--- config.mk ---
export PLATFORM = sky130hd
export DESIGN_NAME = psum_accum_drain
export DESIGN_NICKNAME = d
export VERILOG_FILES = /design/src/rtl/psum_pkg.sv /design/src/rtl/psum_sat_add.sv /design/src/rtl/psum_accum_drain.sv
export SDC_FILE = /design/constraint.sdc
export NUM_CORES = 1
export LEC_CHECK = 0
export CAP_MARGIN = 40
export CORE_AREA = 5 5 217 177
export DETAILED_ROUTE_END_ITERATION = 8
export DIE_AREA = 0 0 222 182
export DONT_BUFFER_PORTS = 1
export PLACE_DENSITY = 0.74
export SLEW_MARGIN = 15
export SYNTH_ARGS = -nofsm -noshare
export SYNTH_HDL_FRONTEND = slang
export SYNTH_SLANG_ARGS = --single-unit
--- constraint.sdc ---
create_clock -name clk -period 5.05 [get_ports clk]
set_input_delay 1.01 -clock clk [delete_from_list [all_inputs] [get_ports clk]]
set_output_delay 1.01 -clock clk [all_outputs]
set_load 0.02 [all_outputs]
--- src/rtl/psum_pkg.sv ---
// Shared definitions for the psum accumulate/drain slice: FSM states,
// saturation bounds as a function of lane width, and lane slice offsets.
package psum_pkg;

  typedef enum logic [1:0] {
    IDLE  = 2'd0,
    ACCUM = 2'd1,
    DRAIN = 2'd2
  } psum_state_t;

  function automatic longint sat_max(input int bw);
    return (longint'(1) <<< (bw - 1)) - 1;
  endfunction

  function automatic longint sat_min(input int bw);
    return -(longint'(1) <<< (bw - 1));
  endfunction

  function automatic int lane_lo(input int lane, input int bw);
    return lane * bw;
  endfunction

endpackage

--- src/rtl/psum_sat_add.sv ---
// One signed saturating adder lane: the sum is formed one bit wider and
// clamped to the signed range of BW bits.
module psum_sat_add
  import psum_pkg::*;
#(
  parameter int BW = 16
) (
  input  logic signed [BW-1:0] i_a,
  input  logic signed [BW-1:0] i_b,
  output logic signed [BW-1:0] o_y
);

  localparam logic signed [BW-1:0] L_MAX = BW'(sat_max(BW));
  localparam logic signed [BW-1:0] L_MIN = BW'(sat_min(BW));

  logic signed [BW:0] w_sum;

  assign w_sum = {i_a[BW-1], i_a} + {i_b[BW-1], i_b};

  // The two top bits of the widened sum disagree exactly on overflow.
  always_comb begin
    o_y = w_sum[BW-1:0];
    if (w_sum[BW] != w_sum[BW-1]) begin
      o_y = w_sum[BW] ? L_MIN : L_MAX;
    end
  end

endmodule

--- src/rtl/psum_accum_drain.sv ---
// Accumulates acc_len psum vectors per group with per-lane saturation and
// presents the result on a valid/ready output. Define PSUM_RELU_EN to clamp
// negative output lanes to zero.
module psum_accum_drain
  import psum_pkg::*;
#(
  parameter int psum_bw = 16,
  parameter int col     = 8,
  parameter int len_bw  = 4
) (
  input  logic                   clk,
  input  logic                   reset_n,
  input  logic [len_bw-1:0]      acc_len,
  input  logic                   in_valid,
  output logic                   in_ready,
  input  logic [col*psum_bw-1:0] in_psum,
  output logic                   out_valid,
  input  logic                   out_ready,
  output logic [col*psum_bw-1:0] out_data,
  output logic                   busy
);

  psum_state_t             r_state;
  logic                    r_rdy;
  logic [len_bw-1:0]       r_count;
  logic [len_bw-1:0]       r_len;
  logic [col*psum_bw-1:0]  r_acc;
  logic [col*psum_bw-1:0]  r_out_data;
  logic                    r_out_valid;

  logic [col*psum_bw-1:0]  w_sum;
  logic [col*psum_bw-1:0]  w_src;
  logic [col*psum_bw-1:0]  w_load;
  logic [len_bw-1:0]       w_len_in;
  logic                    w_in_xfer;
  logic                    w_out_xfer;

  assign in_ready   = r_rdy && (r_state != DRAIN);
  assign out_valid  = r_out_valid;
  assign out_data   = r_out_data;
  assign busy       = (r_state != IDLE);
  assign w_in_xfer  = in_valid && in_ready;
  assign w_out_xfer = r_out_valid && out_ready;
  assign w_len_in   = (acc_len == '0) ? len_bw'(1) : acc_len;
  // A single-beat group drains the raw input; longer groups drain the sum.
  assign w_src      = (r_state == IDLE) ? in_psum : w_sum;

  for (genvar g = 0; g < col; g++) begin : g_lane
    localparam int LO = lane_lo(g, psum_bw);

    psum_sat_add #(.BW(psum_bw)) u_add (
      .i_a (r_acc[LO +: psum_bw]),
      .i_b (in_psum[LO +: psum_bw]),
      .o_y (w_sum[LO +: psum_bw])
    );

`ifdef PSUM_RELU_EN
    assign w_load[LO +: psum_bw] = w_src[LO + psum_bw - 1] ? '0 : w_src[LO +: psum_bw];
`else
    assign w_load[LO +: psum_bw] = w_src[LO +: psum_bw];
`endif
  end

  always_ff @(posedge clk or negedge reset_n) begin
    if (!reset_n) begin
      r_state     <= IDLE;
      r_rdy       <= 1'b0;
      r_count     <= '0;
      r_len       <= '0;
      r_acc       <= '0;
      r_out_data  <= '0;
      r_out_valid <= 1'b0;
    end else begin
      r_rdy <= 1'b1;
      case (r_state)
        IDLE: begin
          if (w_in_xfer) begin
            r_acc <= in_psum;
            r_len <= w_len_in;
            if (w_len_in == len_bw'(1)) begin
              r_out_data  <= w_load;
              r_out_valid <= 1'b1;
              r_state     <= DRAIN;
            end else begin
              r_count <= len_bw'(1);
              r_state <= ACCUM;
            end
          end
        end
        ACCUM: begin
          if (w_in_xfer) begin
            r_acc   <= w_sum;
            r_count <= r_count + len_bw'(1);
            if (r_count + len_bw'(1) == r_len) begin
              r_out_data  <= w_load;
              r_out_valid <= 1'b1;
              r_state     <= DRAIN;
            end
          end
        end
        DRAIN: begin
          if (w_out_xfer) begin
            r_out_valid <= 1'b0;
            r_count     <= '0;
            r_state     <= IDLE;
          end
        end
        default: r_state <= IDLE;
      endcase
    end
  end

endmodule

==> results of run 1 <==
-- cell type report --
type,count,area (um^2),share of cell area [%]
clock inverter,15,164,0.800
clock buffer,40,870,4.24
tap,487,609,2.97
timing repair buffer,22,246,1.20
multi-input combinational,1818,11700,57.0
sequential,268,6710,32.7
inverter,58,219,1.07
-- registers in the layout, summed over array words and instances (netlist names) --
register,count
r_rdy,1
r_acc,128
out_valid,1
out_data,128
r_state,2
r_len,4
r_count,4
-- layer usage --
metal	up-vias	global-route usage (%)	wire length (um)
met5	-	0	0
met4	0	7.91	1640
met3	102	5.98	4560
met2	671	42.5	25100
met1	8375	38.7	25500
li1	8075	-	-
-- cells by family (layout without fill, tap and decap cells) --
| logic type | count (synthesis) | count (layout) |
|---|---|---|
| adders and majority gates | 155 | 155 |
| and+or+nand+nor | 664 | 664 |
| xor gates and xnor gates | 100 | 100 |
| other | 1 | 1 |
| DFF | 268 | 268 |
| buffers and inverters | 186 | 135 |
| AOI/OAI and AO/OA | 865 | 865 |
| muxes | 33 | 33 |
-- cell usage after synthesis (22+ instances only) --
master,number
nor3b_1,40
or3_1,85
a21oi_1,246
xor2_1,48
inv_1,57
a211oi_1,27
nor2b_1,28
a21o_1,61
xnor2_1,52
o21ai_0,335
dfrtp_1,268
nand3_1,27
nor2_1,148
nor3_1,47
clkbuf_1,109
o211ai_1,22
nand2_1,202
and3_1,28
ha_1,147
o21a_1,47
-- stage by stage --
step                instances  total power (uW)  util (%)  hold slack [ps]  setup WS, ps
finish                   2708              4930      56.5              123           898
global route             2708              5120      56.5             92.9           665
CTS                      2706              4970      56.4             96.6          1000
detailed placement       2651              2630      53.5              469           367
global placement         2650              2620      53.5              457           436
floorplan                2272              2530         -              443           721
-- power by group through the flow --
stage	Combinational, uW	Clock, uW	Sequential (uW)
floorplan	347	0	2190
global placement	429	0	2190
detailed placement	440	0	2190
CTS	444	2380	2150
global route	505	2470	2150
finish	452	2330	2150
-- worst max-delay path, delay by kind of cell --
family          cells  cell delay (ps)
mux                 1              190
fa+ha+maj           2              930
xor+xnor            1              100
compound gates     10             2430
-- final timing paths --
path                                end  slack, ps  depth (start not counted)
max in group asynchronous     r_acc[87]       4210                          0
min                          r_acc[123]        120                          0
max                        out_data[19]        900                         14
min reg2reg                  r_acc[102]        480                          1
max reg2reg                out_data[19]        940                         14
min in group clk             r_acc[102]        480                          1
==> results by group, run 1 <==
Yosys
  – Seq/Total Area, Yosys: 35.2%
  – Top post-synthesis cells by area: dfrtp_1, ha_1, o21ai_0, a21oi_1, nand2_1
  – Post-Synth Simple-Gate Area: 17.2%
  – Cell Area, Synth: 0.0191 mm^2
  – Post-synth ARST share: 100%
  – Area leader, netlist: dfrtp_1
  – Post-synth top area share: 35.2%
  – Mapped Cells: 2272
  – Yosys warnings: 0
  – Yosys cell types: 73
  – Largest family of logic cells by synthesized area: compound AO/OA/AOI/OAI gates
  – Synth Area in Adders: 10.5%
  – Compound-Gate Fraction of Synth Area: 26.9%
  – Xor/xnor share of the synthesized area: 4.60%
  – Post-synth top flop: dfrtp_1
  – Post-Syn Nets: 2563
  – Synthesis-stage register bit count: 268
  – Mux cell area share after synthesis: 1.84%
  – Syn Area/Cell: 8.39 um^2
  – Post-synth EDFFs: 0

Setup path
  – Slowest cell on the critical path: o21a_1
  – Required @ worst endpoint: 5570 ps
  – Startpoint Class: input pin
  – CP Max Fanout: 13
  – FF-to-FF Start: r_acc[24]
  – Crit path cell chain: ha_1 > a21o_1 > a211o_1 > a41oi_2 > a211oi_2 > a21bo_2 > a21o_1 > a21oi_1 > xnor2_1 > ha_1 > o21a_1 > a21oi_1 > o21ai_0 > mux2_2
  – Worst Setup SP: in_psum[24]
  – Worst Path Arrival: 4680 ps
  – Crit path largest cell delay: 570 ps
  – CP Capture Type: flip-flop
  – CP Class: input pin to flip-flop

Route
  – Detailed-route DRC error count: 0
  – 1st-iter DRT viols: 1483
  – First-pass DRT Iterations: 5
  – DR WL/cell: 21.0 um
  – Drt via density: 6.36
  – DR vias: 17200
  – Post-DRT Antenna Nets: 0
  – WL final: 56.8 mm

Floorplanning
  – Rows: 63
  – Die ar.: 0.0404 mm^2
  – CORE AREA: 0.0363 mm^2
  – Num ports: 267
  – DIE HEIGHT: 182 um
  – Die Wd: 222 um
  – Initial Util: 52.6%

Global route
  – Gr ovfl total: 0
  – Total track usage: 27.3%
  – Vias in the first global route: 16800
  – Global-route wire length before repair: 91.9 mm
  – Largest net degree at the start of global routing: 269
  – Initial antenna violation count: 0

Clock network
  – Post-CTS Setup Bufs: 0
  – Root buf cell: clkbuf_16
  – Htree depth: 1
  – Clock sinks: 268
  – Clock Path Buffers: 3
  – Post-CTS sizing: 0
  – CTS buffer count: 31
  – Clock slew at reported path FFs: 60 ps
  – Hold Buf Count CTS: 0
  – Clock latency on the worst-skew pair: 590 ps
  – CTS tree: built

Power
  – NetSw: 1250 uW
  – Maximum VDD drop: 0.229 mV
  – Switching portion of total power: 25.4%
  – PD cells: 240 mW/mm^2
  – Seq pwr share: 43.6%
  – Int Pwr: 3680 uW
  – Logic gate share of total power: 9.2%
  – Clk network pwr share: 47.3%
  – P_leak: 0.00955 uW

STA
  – Final setup viols: 0
  – Max transition margin: 40.1%
  – RSZ-0062 raised after global routing: no
  – Clk_skew: 8.30 ps
  – Post-route minimum period: 4150 ps
  – Total negative slack: 0 ps
  – Slew at the pin closest to its max-slew limit: 898 ps
  – Period utilization: 82.2%
  – Max Slew Vio Count: 0
  – Fmax: 241 MHz
  – Final hold violations: 0

Finish
  – Share of cells above drive strength 1: 5.54%
  – Area grow syn2layout: 7.57%
  – Commonest non-fill, non-tap cell in the layout: o21ai_0
  – Fillers: 3223
  – Inserted Diodes: 0
  – Design Area, Final: 0.0205 mm^2
  – Nets: 2490
  – Most frequent cells in the layout: o21ai_0, dfrtp_1, a21oi_1, nand2_1, nor2_1

Min path
  – Hold WC Path Type: input pin to asynchronous set/reset pin

Place
  – Post-DP HPWL: 38.1 mm
  – Port-buffer cells: 0
  – Placement Cell Area: 0.0194 mm^2
  – Routability cong.: 0.931

Outcome
  – Status: finished, final reports clean

Run
  – Max-cap violations: 0
Note: power is estimated with default switching activity, not from simulation.
==> inputs of run 2 (changes only) <==
Settings changed: PLACE_DENSITY 0.74 to 0.77.
Clock period 5.05 ns to 3.7 ns, I/O delays scaled along.
==> run 2 against run 1 <==
The run now ends with hold timing left; critical path depth did not move; hold slack got worse by 280 ps; routed wire length rose by 2.4%; utilization rose by 1.6 points; clock power rose by 29%; total power rose by 34%; combinational power rose by 54%; via count rose by 1.8%; sequential power rose by 36%; global-route usage rose by 0.52 points; clock skew rose by 25 ps; worst setup slack got worse by 680 ps; critical path type is now flip-flop to flip-flop; highest routed layer unchanged.
==> results by group, run 2 (synthesized netlist as in run 1, its figures left out) <==
Route
  – DR vias: 17500 (+1.8%)
  – 1st-iter DRT viols: 1433 (-3.4%)
  – Detailed-route DRC error count: 0 (unchanged)
  – First-pass DRT Iterations: 5 (unchanged)
  – DR WL/cell: 20.9 um (-0.59%)
  – WL final: 58.2 mm (+2.4%)
  – Post-DRT Antenna Nets: 0 (unchanged)
  – Drt via density: 6.28 (-1.2%)

Setup path
  – Crit path cell chain: ha_1 > a211oi_1 > nor2_1 > a31oi_1 > a21oi_1 > o21a_1 > o21ai_0 > nand2b_1 > xor2_1 > ha_1 > and2_1 > nor2_1 > o21ai_0 > mux2_2
  – Buf/Inv on CP: 0 (unchanged)
  – CP Max Fanout: 6 (-7)
  – Crit path largest cell delay: 390 ps (-180 ps)
  – Worst Path Arrival: 3920 ps (-760 ps)
  – Required @ worst endpoint: 4140 ps (-1430 ps)
  – CP top delay family: compound AO/OA/AOI/OAI gates
  – CP Capture Type: flip-flop
  – Startpoint Class: flip-flop
  – CP Class: flip-flop to flip-flop
  – Slowest cell on the critical path: dfrtp_1

Power
  – Maximum VDD drop: 0.309 mV (+35%)
  – Seq pwr share: 44.2% (+0.6 points)
  – PD cells: 315 mW/mm^2 (+31%)
  – Logic gate share of total power: 10.5% (+1.3 points)
  – P_leak: 0.00990 uW (+3.6%)
  – Int Pwr: 4890 uW (+33%)
  – Clk network pwr share: 45.3% (-2.0 points)
  – Switching portion of total power: 26.3% (+0.90 points)
  – NetSw: 1740 uW (+39%)

Clock network
  – CTS tree: built
  – Post-CTS Setup Bufs: 0 (unchanged)
  – Htree depth: 1 (unchanged)
  – Clock slew at reported path FFs: 70 ps (about the same)
  – Clock Path Buffers: 3 (unchanged)
  – Clock sinks: 268 (unchanged)
  – CTS buffer count: 31 (unchanged)
  – Clock latency on the worst-skew pair: 590 ps (about the same)
  – Root buf cell: clkbuf_16

Global route
  – Global-route wire length before repair: 93.7 mm (+1.9%)
  – Gr ovfl total: 0 (unchanged)
  – Vias in the first global route: 17400 (+3.8%)
  – Initial antenna violation count: 1 (+1)
  – Largest net degree at the start of global routing: 269 (unchanged)
  – Total track usage: 27.8% (+0.52 points)

Finish
  – Sequential cell area: 0.00671 mm^2 (unchanged)
  – Area grow syn2layout: 10.6%
  – Share of cells above drive strength 1: 9.12% (+3.6 points)
  – Design Area, Final: 0.0211 mm^2 (+2.8%)
  – Commonest non-fill, non-tap cell in the layout: o21ai_0
  – Util after Layout: 58.1% (+1.6 points)
  – Inserted Diodes: 0 (unchanged)
  – Fillers: 3223 (unchanged)
  – Most frequent cells in the layout: o21ai_0, dfrtp_1, a21oi_1, nand2_1, nor2_1
  – Multi-input gate area: 0.0117 mm^2 (+0.28%)
  – Nets: 2570 (+3.2%)

Run
  – Max-cap violations: 0 (unchanged)

STA
  – Fmax: 287 MHz
  – Total negative slack: 0 ps (unchanged)
  – Final setup viols: 0 (unchanged)
  – RSZ-0062 raised after global routing: no
  – Max Slew Vio Count: 0 (unchanged)
  – Max transition margin: 44.9% (+4.8 points)
  – Fin Hold WS: -153 ps (-276 ps)
  – Period utilization: 94.2%
  – Slew at the pin closest to its max-slew limit: 826 ps (-71.6 ps)
  – Post-route minimum period: 3490 ps
  – Final hold violations: 268 (+268)
  – Clk_skew: 33.6 ps (+25.3 ps)

Floorplanning
  – Rows: 63 (unchanged)
  – Die ar.: 0.0404 mm^2 (unchanged)
  – DIE HEIGHT: 182 um (unchanged)
  – Die Wd: 222 um (unchanged)
  – Initial Util: 52.6% (unchanged)
  – CORE AREA: 0.0363 mm^2 (unchanged)
  – Num ports: 267 (unchanged)

Place
  – Port-buffer cells: 0 (unchanged)
  – Post-DP HPWL: 39.0 mm (+2.5%)
  – Routability cong.: 0.907 (-2.6%)
  – Placement Cell Area: 0.0201 mm^2 (+3.5%)

Min path
  – Hold WC Path Type: input pin to asynchronous set/reset pin

Outcome
  – Status: finished with violations
  – Failing checks: hold timing
## run 2: final cells by class
| cell class | instances | share of cell area [%] |
|---|---|---|
| clock buffer | 38 | 3.90 |
| clock inverter | 19 | 0.730 |
| inverter | 58 | 1.06 |
| multi-input combinational | 1818 | 55.6 |
| sequential | 268 | 31.8 |
| tap | 487 | 2.89 |
| timing repair buffer | 102 | 3.99 |
## run 2: metrics by stage
stage | instances | power (uW) | setup WS (ps)
after global placement | 2733 | 3640 | -62.8
after floorplan | 2272 | 3460 | 2.04
after detailed placement | 2733 | 3660 | -82.4
after CTS | 2790 | 6680 | 254
final | 2790 | 6630 | 215
after global routing | 2790 | 6900 | 3.08
## run 2: worst paths after layout
check                           start            end  slack (ps)  cells past startpoint
max reg2reg                 r_acc[48]   out_data[52]         210                     14
min in group clk           acc_len[1]       r_len[1]         300                      1
max in group asynchronous     reset_n      r_acc[60]        3460                      0
max                         r_acc[48]   out_data[52]         210                     14
min                           reset_n  out_data[117]        -150                      0
min reg2reg                 r_acc[32]      r_acc[32]         480                      2
## run 2: repair_timing
action / CTS / global route
gates resized for setup: 0 / 6
hold endpoints to repair: 268 / 268
setup endpoints to repair: 0 / 14
## run 2: worst register-to-register path, delay by kind of cell, from the launching register on
kind                     cells  cell delay (ps)
multiplexers                 1              300
AO/OA/AOI/OAI                6             1180
adder cells (fa/ha/maj)      2              600
flip-flops                   1              390
XOR/XNOR                     1              160
AND/OR/NAND/NOR              4              700
## run 2: power by group through the flow
stage               Sequential, uW  Clock [uW]  Combinational, uW
floorplan                     2990           0                478
global placement              2980           0                659
detailed placement            2980           0                677
CTS                           2930        3070                684
global route                  2930        3200                767
finish                        2930        3000                696
## run 2: routing by layer
| layer | routed length, um | GRT usage [%] |
|---|---|---|
| met5 | 0 | 0 |
| met4 | 1780 | 8.60 |
| met2 | 25900 | 43.9 |
| met3 | 4880 | 6.66 |
| met1 | 25700 | 38.3 |
==> inputs of run 3 (changes only) <==
Settings changed: MAX_ROUTING_LAYER set to met4, TNS_END_PERCENT set to 20.
==> run 3 against run 2 <==
The flow still finishes with violations (hold timing); clock skew down 23 ps; via count up 1.2%; non-clock buffer count rose by 23; die area unchanged; first-iteration DRC count increased by 11%; total power up 5.9%; maximum frequency rose by 0.28%; critical endpoint is now out_data[17]; largest power group unchanged.
==> results by group, run 3 (synthesized netlist as in run 1, its figures left out) <==
Floorplanning
  – Initial Util: 52.6% (unchanged)
  – Num ports: 267 (unchanged)
  – DIE HEIGHT: 182 um (unchanged)
  – Rows: 63 (unchanged)
  – Die Wd: 222 um (unchanged)
  – CORE AREA: 0.0363 mm^2 (unchanged)
  – Die ar.: 0.0404 mm^2 (unchanged)

Place
  – Post-DP HPWL: 40.1 mm (+2.9%)
  – Port-buffer cells: 0 (unchanged)
  – Routability cong.: 0.933 (+2.9%)
  – Setup WS pre-CTS: -218 ps (-135 ps)
  – Placement Cell Area: 0.0203 mm^2 (+0.80%)

Clock network
  – CTS buffer count: 30 (-3.2%)
  – Htree depth: 1 (unchanged)
  – Clock latency on the worst-skew pair: 580 ps (about the same)
  – Clock slew at reported path FFs: 60 ps (about the same)
  – Clock Path Buffers: 3 (unchanged)
  – Root buf cell: clkbuf_16
  – Clock sinks: 268 (unchanged)
  – CTS tree: built

Setup path
  – Cell mode on critical path: ha_1
  – R2R Setup Slk: 220 ps (about the same)
  – FF-to-FF Start: r_acc[18]
  – Reg2Reg Depth: 15 (+1)
  – Reg-to-Reg End: out_data[17]
  – CP Class: flip-flop to flip-flop
  – Slowest cell on the critical path: dfrtp_1
  – CP top delay family: compound AO/OA/AOI/OAI gates
  – Crit path largest cell delay: 390 ps (about the same)
  – CP Max Fanout: 7 (+1)
  – Buf/Inv on CP: 2 (+2)
  – Worst Path Arrival: 3930 ps (about the same)
  – Required @ worst endpoint: 4150 ps (about the same)
  – Startpoint Class: flip-flop
  – Crit path cell chain: ha_1 > o21ai_0 > o21bai_1 > nand4_1 > a211oi_2 > a21bo_2 > a21o_1 > a21oi_2 > xnor2_1 > ha_1 > inv_1 > buf_4 > a21oi_1 > a221oi_1 > nor2_1
  – CP Capture Type: flip-flop

Route
  – DR vias: 17700 (+1.2%)
  – Detailed-route DRC error count: 0 (unchanged)
  – WL final: 59.1 mm (+1.7%)
  – DR WL/cell: 21.0 um (+0.83%)
  – 1st-iter DRT viols: 1588 (+11%)
  – Drt via density: 6.31 (+0.39%)
  – First-pass DRT Iterations: 5 (unchanged)
  – Post-DRT Antenna Nets: 0 (unchanged)

Finish
  – Commonest non-fill, non-tap cell in the layout: o21ai_0
  – Design Area, Final: 0.0214 mm^2 (+1.7%)
  – Share of cells above drive strength 1: 10.3% (+1.2 points)
  – Fillers: 3088 (-4.2%)
  – Nets: 2592 (+0.86%)
  – Area grow syn2layout: 12.4%
  – Most frequent cells in the layout: o21ai_0, dfrtp_1, a21oi_1, nand2_1, nor2_1

Min path
  – Hold WC Path Type: input pin to asynchronous set/reset pin

Global route
  – Largest net degree at the start of global routing: 269 (unchanged)
  – Global-route wire length before repair: 95.2 mm (+1.6%)
  – Total track usage: 29.1% (+1.2 points)
  – Gr ovfl total: 0 (unchanged)
  – Initial antenna violation count: 2 (+1)
  – Vias in the first global route: 17500 (+0.75%)

Power
  – Maximum VDD drop: 0.317 mV (+2.6%)
  – P_leak: 0.0101 uW (+2.0%)
  – Power Total: 7020 uW (+5.9%)
  – PD cells: 328 mW/mm^2 (+4.2%)

Outcome
  – Failing checks: hold timing
  – Status: finished with violations

STA
  – Fin Hold WS: -138 ps (+14.7 ps)
  – PnR worst setup slack: 224 ps (+9.61 ps)
  – Final hold violations: 268 (unchanged)
  – Period utilization: 93.9% (-0.26 points)
  – Clk_skew: 10.2 ps (-23.4 ps)
  – RSZ-0062 raised after global routing: no
  – Max Slew Vio Count: 0 (unchanged)
  – Final setup viols: 0 (unchanged)
  – Post-route minimum period: 3480 ps (-9.61 ps)
  – Max transition margin: 42.1% (-2.8 points)
  – Slew at the pin closest to its max-slew limit: 869 ps (+42.2 ps)
  – Fmax: 288 MHz (+0.28%)

Run
  – Max-cap violations: 0 (unchanged)
run 3: changes by cell type in the layout (fill, tap and decap cells not counted), moves of 2 or more:
cell,before,now
a211oi_1,26,24
a211oi_2,2,4
buf_4,96,119
bufinv_16,1,5
clkbuf_8,2,10
clkinv_2,8,4
clkinv_4,5,2
clkinvlp_4,6,2
o21ai_0,330,332
o21ai_1,10,8
o31ai_1,7,5
o31ai_2,1,3
run 3: worst max path at each step:
stage	startpoint	depth (start not counted)	endpoint	slack [ps]
5_1_grt	r_acc[32]	15	r_acc[43]	10
3_3_place_gp	in_psum[8]	14	r_acc[0]	-80
6_report	r_acc[18]	15	out_data[17]	220
2_1_floorplan	in_psum[5]	15	out_data[5]	-60
4_1_cts	r_acc[49]	14	r_acc[61]	50
3_5_place_dp	in_psum[8]	14	r_acc[1]	-220
run 3: per-layer routing:
metal | wire length [um] | vias up | global-route usage [%]
met5 | 0 | - | -
met4 | 2180 | 0 | 9.71
met3 | 4960 | 127 | 6.74
met2 | 26100 | 676 | 44.1
met1 | 25900 | 8659 | 38.7
li1 | - | 8278 | -
run 3: layout make-up:
type | instances | area, um^2 | share of cell area [%]
multi-input cells | 1818 | 11700 | 54.8
clock inverters | 11 | 189 | 0.882
clock buffers | 45 | 928 | 4.33
flip-flops and latches | 268 | 6710 | 31.3
well taps | 487 | 609 | 2.84
inverters | 58 | 224 | 1.05
diodes | 1 | 2.50 | 0.0117
repair buffers | 125 | 1010 | 4.73
run 3: worst register-to-register path: stages, from the launching register on:
cell and delay, ps:
dfrtp_1 390, ha_1 350, o21ai_0 100, o21bai_1 240, nand4_1 210, a211oi_2 320
a21bo_2 170, a21o_1 120, a21oi_2 70, xnor2_1 130, ha_1 340, inv_1 280
buf_4 180, a21oi_1 60, a221oi_1 340, nor2_1 70
run 3: metrics by stage:
| stage | TNS [ps] | util, % | hold slack (ps) | std cells |
|---|---|---|---|---|
| after global routing | 0 | 59.1 | -161 | 2813 |
| after CTS | 0 | 58.9 | -157 | 2811 |
| after floorplan | -752 | - | 443 | 2272 |
| after global placement | -815 | 55.8 | 451 | 2755 |
| final | 0 | 59.1 | -138 | 2813 |
| after detailed placement | -9520 | 55.8 | 453 | 2755 |
run 3: timing repair:
item | CTS | global route
gates resized for setup | 0 | 12
setup buffers | 0 | 1
endpoints found under the hold margin | 268 | 268
setup endpoints to repair | 0 | 78
run 3: power by group:
group          internal, uW  switching (uW)
combinational           307             408
clock                  2070            1300
sequential             2930           0.145
total                  5310            1710
